--- config.mk ---
export PLATFORM = sky130hd
export DESIGN_NAME = serial_frame_receiver
export DESIGN_NICKNAME = d
export VERILOG_FILES = /design/src/rtl/serial_frame_receiver.sv
export SDC_FILE = /design/constraint.sdc
export NUM_CORES = 1
export LEC_CHECK = 0
export ABC_AREA = 1
export BUFFER_PORTS_ARGS = -buffer_cell sky130_fd_sc_hd__buf_2
export CAP_MARGIN = 20
export CORE_MARGIN = 1
export CORE_UTILIZATION = 40
export DETAILED_ROUTE_END_ITERATION = 16
export GPL_TIMING_DRIVEN = 0
export MAX_ROUTING_LAYER = met4
export PLACE_DENSITY = 0.57
export SLEW_MARGIN = 0
export SYNTH_ARGS = -nofsm -noshare
export SYNTH_HDL_FRONTEND = slang
export SYNTH_SLANG_ARGS = --single-unit
--- constraint.sdc ---
create_clock -name clk -period 1.55 [get_ports clk]
set_input_delay 0.31 -clock clk [delete_from_list [all_inputs] [get_ports clk]]
set_output_delay 0.31 -clock clk [all_outputs]
set_load 0.1 [all_outputs]
--- src/rtl/serial_frame_receiver.sv ---
// Serial-to-parallel frame receiver with valid/ready output holding stage.
// Ports: clk, reset_n, ser_in/ser_valid/frame_start/msb_first in; data_out/data_valid/busy/overrun out.
module serial_frame_receiver #(
  parameter int WIDTH = 8
) (
  input  logic             clk,
  input  logic             reset_n,
  input  logic             ser_in,
  input  logic             ser_valid,
  input  logic             frame_start,
  input  logic             msb_first,
  input  logic             data_ready,
  input  logic             overrun_clr,
  output logic [WIDTH-1:0] data_out,
  output logic             data_valid,
  output logic             busy,
  output logic             overrun
);

  localparam int CW = $clog2(WIDTH + 1);

  localparam logic [0:0] IDLE  = 1'b0;
  localparam logic [0:0] SHIFT = 1'b1;

  logic [0:0]       state_q;
  logic [WIDTH-1:0] sr_q;
  logic [WIDTH-1:0] sr_nxt;
  logic [CW-1:0]    cnt_q;
  logic [CW-1:0]    cnt_nxt;
  logic             order_q;
  logic             order_nxt;
  logic             shift_en;
  logic             done;
  logic             take;
  logic             ovr_set;

  // frame_start restarts a frame from any state, so
  // it also selects the order used for this bit.
  always_comb begin
    shift_en  = ser_valid &
                (frame_start | (state_q == SHIFT));
    order_nxt = frame_start ? msb_first : order_q;
    cnt_nxt   = frame_start ? CW'(1)
                            : cnt_q + CW'(1);
    sr_nxt    = order_nxt
              ? {sr_q[WIDTH-2:0], ser_in}
              : {ser_in, sr_q[WIDTH-1:1]};
    done      = shift_en & (cnt_nxt == CW'(WIDTH));
    take      = data_valid & data_ready;
    ovr_set   = done & data_valid & ~data_ready;
  end

  always_ff @(posedge clk or negedge reset_n) begin
    if (!reset_n) begin
      state_q <= IDLE;
      sr_q    <= '0;
      cnt_q   <= '0;
      order_q <= 1'b0;
    end else if (shift_en) begin
      sr_q    <= sr_nxt;
      order_q <= order_nxt;
      unique case (1'b1)
        done: begin
          cnt_q   <= '0;
          state_q <= IDLE;
        end
        default: begin
          cnt_q   <= cnt_nxt;
          state_q <= SHIFT;
        end
      endcase
    end
  end

  assign busy = (state_q == SHIFT);

  // A completed word may replace the held one only
  // when that one leaves on the same edge.
  always_ff @(posedge clk or negedge reset_n) begin
    if (!reset_n) begin
      data_out   <= '0;
      data_valid <= 1'b0;
    end else begin
      unique case (1'b1)
        done & ~ovr_set: begin
          data_out   <= sr_nxt;
          data_valid <= 1'b1;
        end
        take & ~done: begin
          data_valid <= 1'b0;
        end
        default: begin
        end
      endcase
    end
  end

  // Set wins over a coincident clear.
  always_ff @(posedge clk or negedge reset_n) begin
    if (!reset_n) begin
      overrun <= 1'b0;
    end else if (ovr_set) begin
      overrun <= 1'b1;
    end else if (overrun_clr) begin
      overrun <= 1'b0;
    end
  end

endmodule

# Yosys cells after proc, flatten, opt, wreduce, memory -nomap -nowiden
# Cells that the tools add are included.
[totals] elab_cells=30 input_bits=8 output_inout_bits=11 regBits=24
[classes] n_addsub=1 n_reduce_logical=2 n_eq_ne=1 bitwise=11 muxes=8
[ops] cell="$mux 4" n=2
[ops] cell="$mux 8" n=1
[ops] cell="$and 1x1->1" n=7
[ops] cell="$add 4x1->4 const B" n=1
[ops] cell="$eq 4x4->1 const B" n=1
[ops] cell="$mux 1" n=4
[ops] cell="$reduce_bool 2->1" n=2
[ops] cell="$not 1->1" n=3
[ops] cell="$pmux 1 s2" n=1
[ops] cell="$or 1x1->1" n=1

# Depth between registers and ports, before layout
[depth] depth_word=9 depth_mapped=10 ltp_nobuf=9

# Least setup slack after synthesis
# Ideal clock, no wire load.
[synth_timing] path_kind="register to register" startpoint="register state_q (netlist: busy)" endpoint="register data_out[0]" setup_time_ps=122 arrival_ps=1702 setup_slack_ps=-274 stages_incl_launch_ff=7 synth_period_minus_slack_ps=1824 path_buffers=1 required_ps=1428 path_cell_list="dfrtp_1 -> nand4_2 -> nor2_2 -> buf_6 -> nand3_4 -> nand2_1 -> nand2_1"
[synth_via] elab_chain_len=7
[synth_lines] item="from (decl)" line="25" source="logic [0:0] state_q;"
[synth_lines] item="from (signal assigned)" line="55" source="state_q <= IDLE;"
[synth_lines] item="from (signal assigned)" line="65" source="state_q <= IDLE;"
[synth_lines] item="from (signal assigned)" line="69" source="state_q <= SHIFT;"
[synth_lines] item="$or 1x1->1 (*)" line="41" source="(frame_start | (state_q == SHIFT));"
[synth_lines] item="$and 1x1->1 (*)" line="40" source="shift_en = ser_valid &"
[synth_lines] item="$and 1x1->1 (*)" line="48" source="done = shift_en & (cnt_nxt == CW'(WIDTH));"
[synth_lines] item="$and 1x1->1 (2 in a row)" line="50" source="ovr_set = done & data_valid & ~data_ready;"
[synth_lines] item="$not 1->1" line="85" source="done & ~ovr_set: begin"
[synth_lines] item="$and 1x1->1 (*)" line="85"
[synth_lines] item="to (signal assigned)" line="86" source="data_out <= sr_nxt;"
[synth_lines] item="to (decl)" line="14" source="output logic [WIDTH-1:0] data_out,"
# Mark *: on every way between the ends. The rest lies on a longest branch, timed or not.
# A chain may end at the register's enable or synchronous reset.

# Worst setup path after layout
[layout_timing] startpoint="register cnt_q[1]" endpoint="register data_out[5]"
[layout_via] elab_chain_len=8
[layout_lines] item="from (decl)" line="28" source="logic [CW-1:0] cnt_q;"
[layout_lines] item="from (signal assigned)" line="68" source="cnt_q <= cnt_nxt;"
[layout_lines] item="$add 4x1->4 (*)" line="44" source=": cnt_q + CW'(1);"
[layout_lines] item="$mux 4 (*)" line="43" source="cnt_nxt = frame_start ? CW'(1)"
[layout_lines] item="$eq 4x4->1 (*)" line="48"
[layout_lines] item="$and 1x1->1 (*)" line="48"
[layout_lines] item="$and 1x1->1 (2 in a row)" line="50"
[layout_lines] item="$not 1->1" line="85"
[layout_lines] item="$and 1x1->1 (*)" line="85"
# Marks and branches as above.

==> metrics <==
Max IR drop VDD=0.837 mV; Post-DP HPWL=1710 um; Psw=0.647 mW; drt initial violations=31; P_int=1.01 mW; sw frac=39.0%; crit-path most repeated cell=nand2_2; die area=3130 um^2; Skew-Pair Late Insertion Delay=about 0.3 ns; CTS Buf Count=3; Seq pwr share=46.5%; Max Clock Freq=671 MHz; Max Cap Viol=0; router iterations before antenna repair=4; Clk pwr share=19.6%; kind of critical path=reg -> reg; worst min-delay path class=in -> reg; Via density=5.23; # clock sinks=24; nets@finish=about 180; CTS Root Cell=clkbuf_4; Die W=55.9 um; critical-path cell list=ha_2 > inv_1 > nand2_1 > nand2_2 > nand2_2 > nor2_4 > buf_6 > nand3_4 > nand2_2 > nand2_1; largest net degree at the start of global routing=25; Syn Std Cell Area=1160 um^2; Syn Nets=147; Rows=19; Worst Setup End Kind=flop; core area=2760 um^2; Die Y-Extent=between 50 and 60 um; RSZ-0062 raised after global routing=yes; TritonCTS clock tree=yes; # H-tree levels=1; status=completed; first-pass GRT wire length=4270 um; layout cells sized above 1=29.3%; Worst-Margin Slew=~0.52 ns; CP max stage cell=dfrtp_1; Vias=approximately 1000; Leakage Power=0.740 nW; worst relative slew slack=65.1%; worst-path maximum fanout=8; Mapped Cells=approximately 140; post-DR wirelength/cell=12.6 um; power per cell area=1180 nW/um^2; Antenna diodes=0; CTS max path bufs=2; Initial Utilization=42.2%; commonest non-fill, non-tap cells in the layout=41 x nand2_1, 22 x dfrtp_1, 19 x buf_2; hold depth=4; final wirelength=2500 um; final period utilization=96.1%; Clock Pin Slew Worst Setup and Hold Paths=0.13 ns; vias in the first global route=around 980; biggest cell delay along the critical path=0.43 ns; Pins Over Slew Limit=0; Placed Instances=187; Final setup viols=0; gpl congestion=0.757; GRT Overall Usage=17.7%; synth-to-layout area growth=21.4%; Finished Cell Area=1410 um^2; Placed Instance Area=1290 um^2; commonest non-fill, non-tap cell in the layout=nand2_1; Clock Skew=around 0.00065 ns; sequential area share after synthesis=51.7%; top cell type's share of synthesized area=51.7%; Worst setup SP type=flop; Post-Syn Area per Cell=~8.4 um^2; number of I/O pins=19; Yosys warning count=0; Area contributors post-synth=dfrtp_1 52%, nand2_1 15%, a31oi_1 4.8%; initial antenna violation count=0; critical path required time=between 1.5 and 2 ns; grt total ovfl=0; Final Critical Period=1.49 ns; combinational group share of total power=between 30% and 40%; DRC errors left=0; Cell variety after synth=23; count of input and output buffers=18; Worst EP arrival=1.70 ns; post-synth top area cell=dfrtp_1; Reg2Reg Depth=10; Final Non-Filler Cells=198; Seq cells post-synth=24; remaining antenna violation count after routing=0; Final Hold Fails=0
## logic make-up (layout without fill, tap and decap cells)
group / after synthesis / after routing / synth area share (%)
AND/OR/NAND/NOR: 86 / 87 / 34.1
flip-flops: 24 / 24 / 51.7
buffers and inverters: 14 / 42 / 5.92
AO/OA/AOI/OAI: 13 / 13 / 7.21
adder cells (fa/ha/maj): 1 / 1 / 1.08
## power by group through the flow
| stage | clock, mW | combinational [mW] | sequential (mW) |
|---|---|---|---|
| after global routing | 0.373 | 0.605 | 0.784 |
| after detailed placement | 0 | 0.503 | 0.784 |
| after CTS | 0.345 | 0.506 | 0.772 |
| after floorplan | 0 | 0.211 | 0.964 |
| after global placement | 0 | 0.498 | 0.781 |
| final | 0.325 | 0.562 | 0.772 |
## area by class of cell
class / count / area [um^2]
Buffer: 4 / 31.3
Timing Repair Buffer: 24 / 141
Clock buffer: 4 / 36.3
Multi-Input combinational cell: 101 / 523
Fill cell: 279 / 1350
Tap cell: 31 / 38.8
Sequential cell: 24 / 603
Inverter: 10 / 37.5
## worst max-delay path, delay by kind of cell (launching register included)
kind	cells	cell delay (ns)
flops	1	0.43
fa+ha+maj	1	0.20
simple gates	7	0.57
buf+inv	2	0.19
## final timing paths
kind                                          from  slack (ns)                      end
setup / recovery              cnt_q[1]$_DFFE_PN0P_        0.06  data_out[5]$_DFFE_PN0P_
hold / removal                         overrun_clr        0.21      overrun$_DFFE_PN0P_
setup reg to reg              cnt_q[1]$_DFFE_PN0P_        0.06  data_out[5]$_DFFE_PN0P_
hold reg to reg            data_out[2]$_DFFE_PN0P_        0.48  data_out[2]$_DFFE_PN0P_
max in group asynchronous                  reset_n        0.67   data_valid$_DFFE_PN0P_
min in group asynchronous                  reset_n        0.50      overrun$_DFFE_PN0P_
## cells in the mapped netlist
master and n:
inv_2 1, nand4_2 1, nand2_4 1, o21ai_1 1, buf_2 1, buf_4 2
nand2_2 2, and2_1 1, a31oi_1 9, inv_1 8, nor2_1 15, nor2_2 2
o22ai_1 1, clkinv_1 1, nand3_4 1, nand3_1 9, nand2_1 46, ha_1 1
nand4_1 8, o31ai_1 1, dfrtp_1 24, buf_6 1, o21ai_2 1
## state kept, by name, summed over array words and instances (netlist names)
register    cells
busy            1
sr_q            8
order_q         1
overrun         1
data_valid      1
cnt_q           4
data_out        8
## what timing repair did
action,4_1_cts,5_1_grt
endpoints found under the hold margin,24,0
setup endpoints to repair,0,9
gates resized for setup,0,8
buffers inserted,0,5
hold buffers,1,0
## routing by layer
metal,track usage (%),routed length [um]
met5,-,0
met4,6.62,32
met3,2.09,118
met2,27.5,1170
met1,23.9,1180
## through the flow
| step | hold WS, ns | setup TNS (ns) | power, mW | util, % | setup slack (ns) |
|---|---|---|---|---|---|
| 6_report | 0.212 | 0 | 1.66 | 51.2 | 0.0606 |
| 5_1_grt | 0.209 | -0.271 | 1.76 | 51.2 | -0.0599 |
| 4_1_cts | 0.197 | 0 | 1.62 | 48.6 | 0.00164 |
| 3_5_place_dp | 0.324 | 0 | 1.29 | 46.9 | 0.0275 |
| 3_3_place_gp | 0.322 | 0 | 1.28 | 46.9 | 0.0545 |
| 2_1_floorplan | 0.0144 | 0 | 1.18 | - | 0.0383 |
No activity file was read; power rests on OpenSTA's default activity.
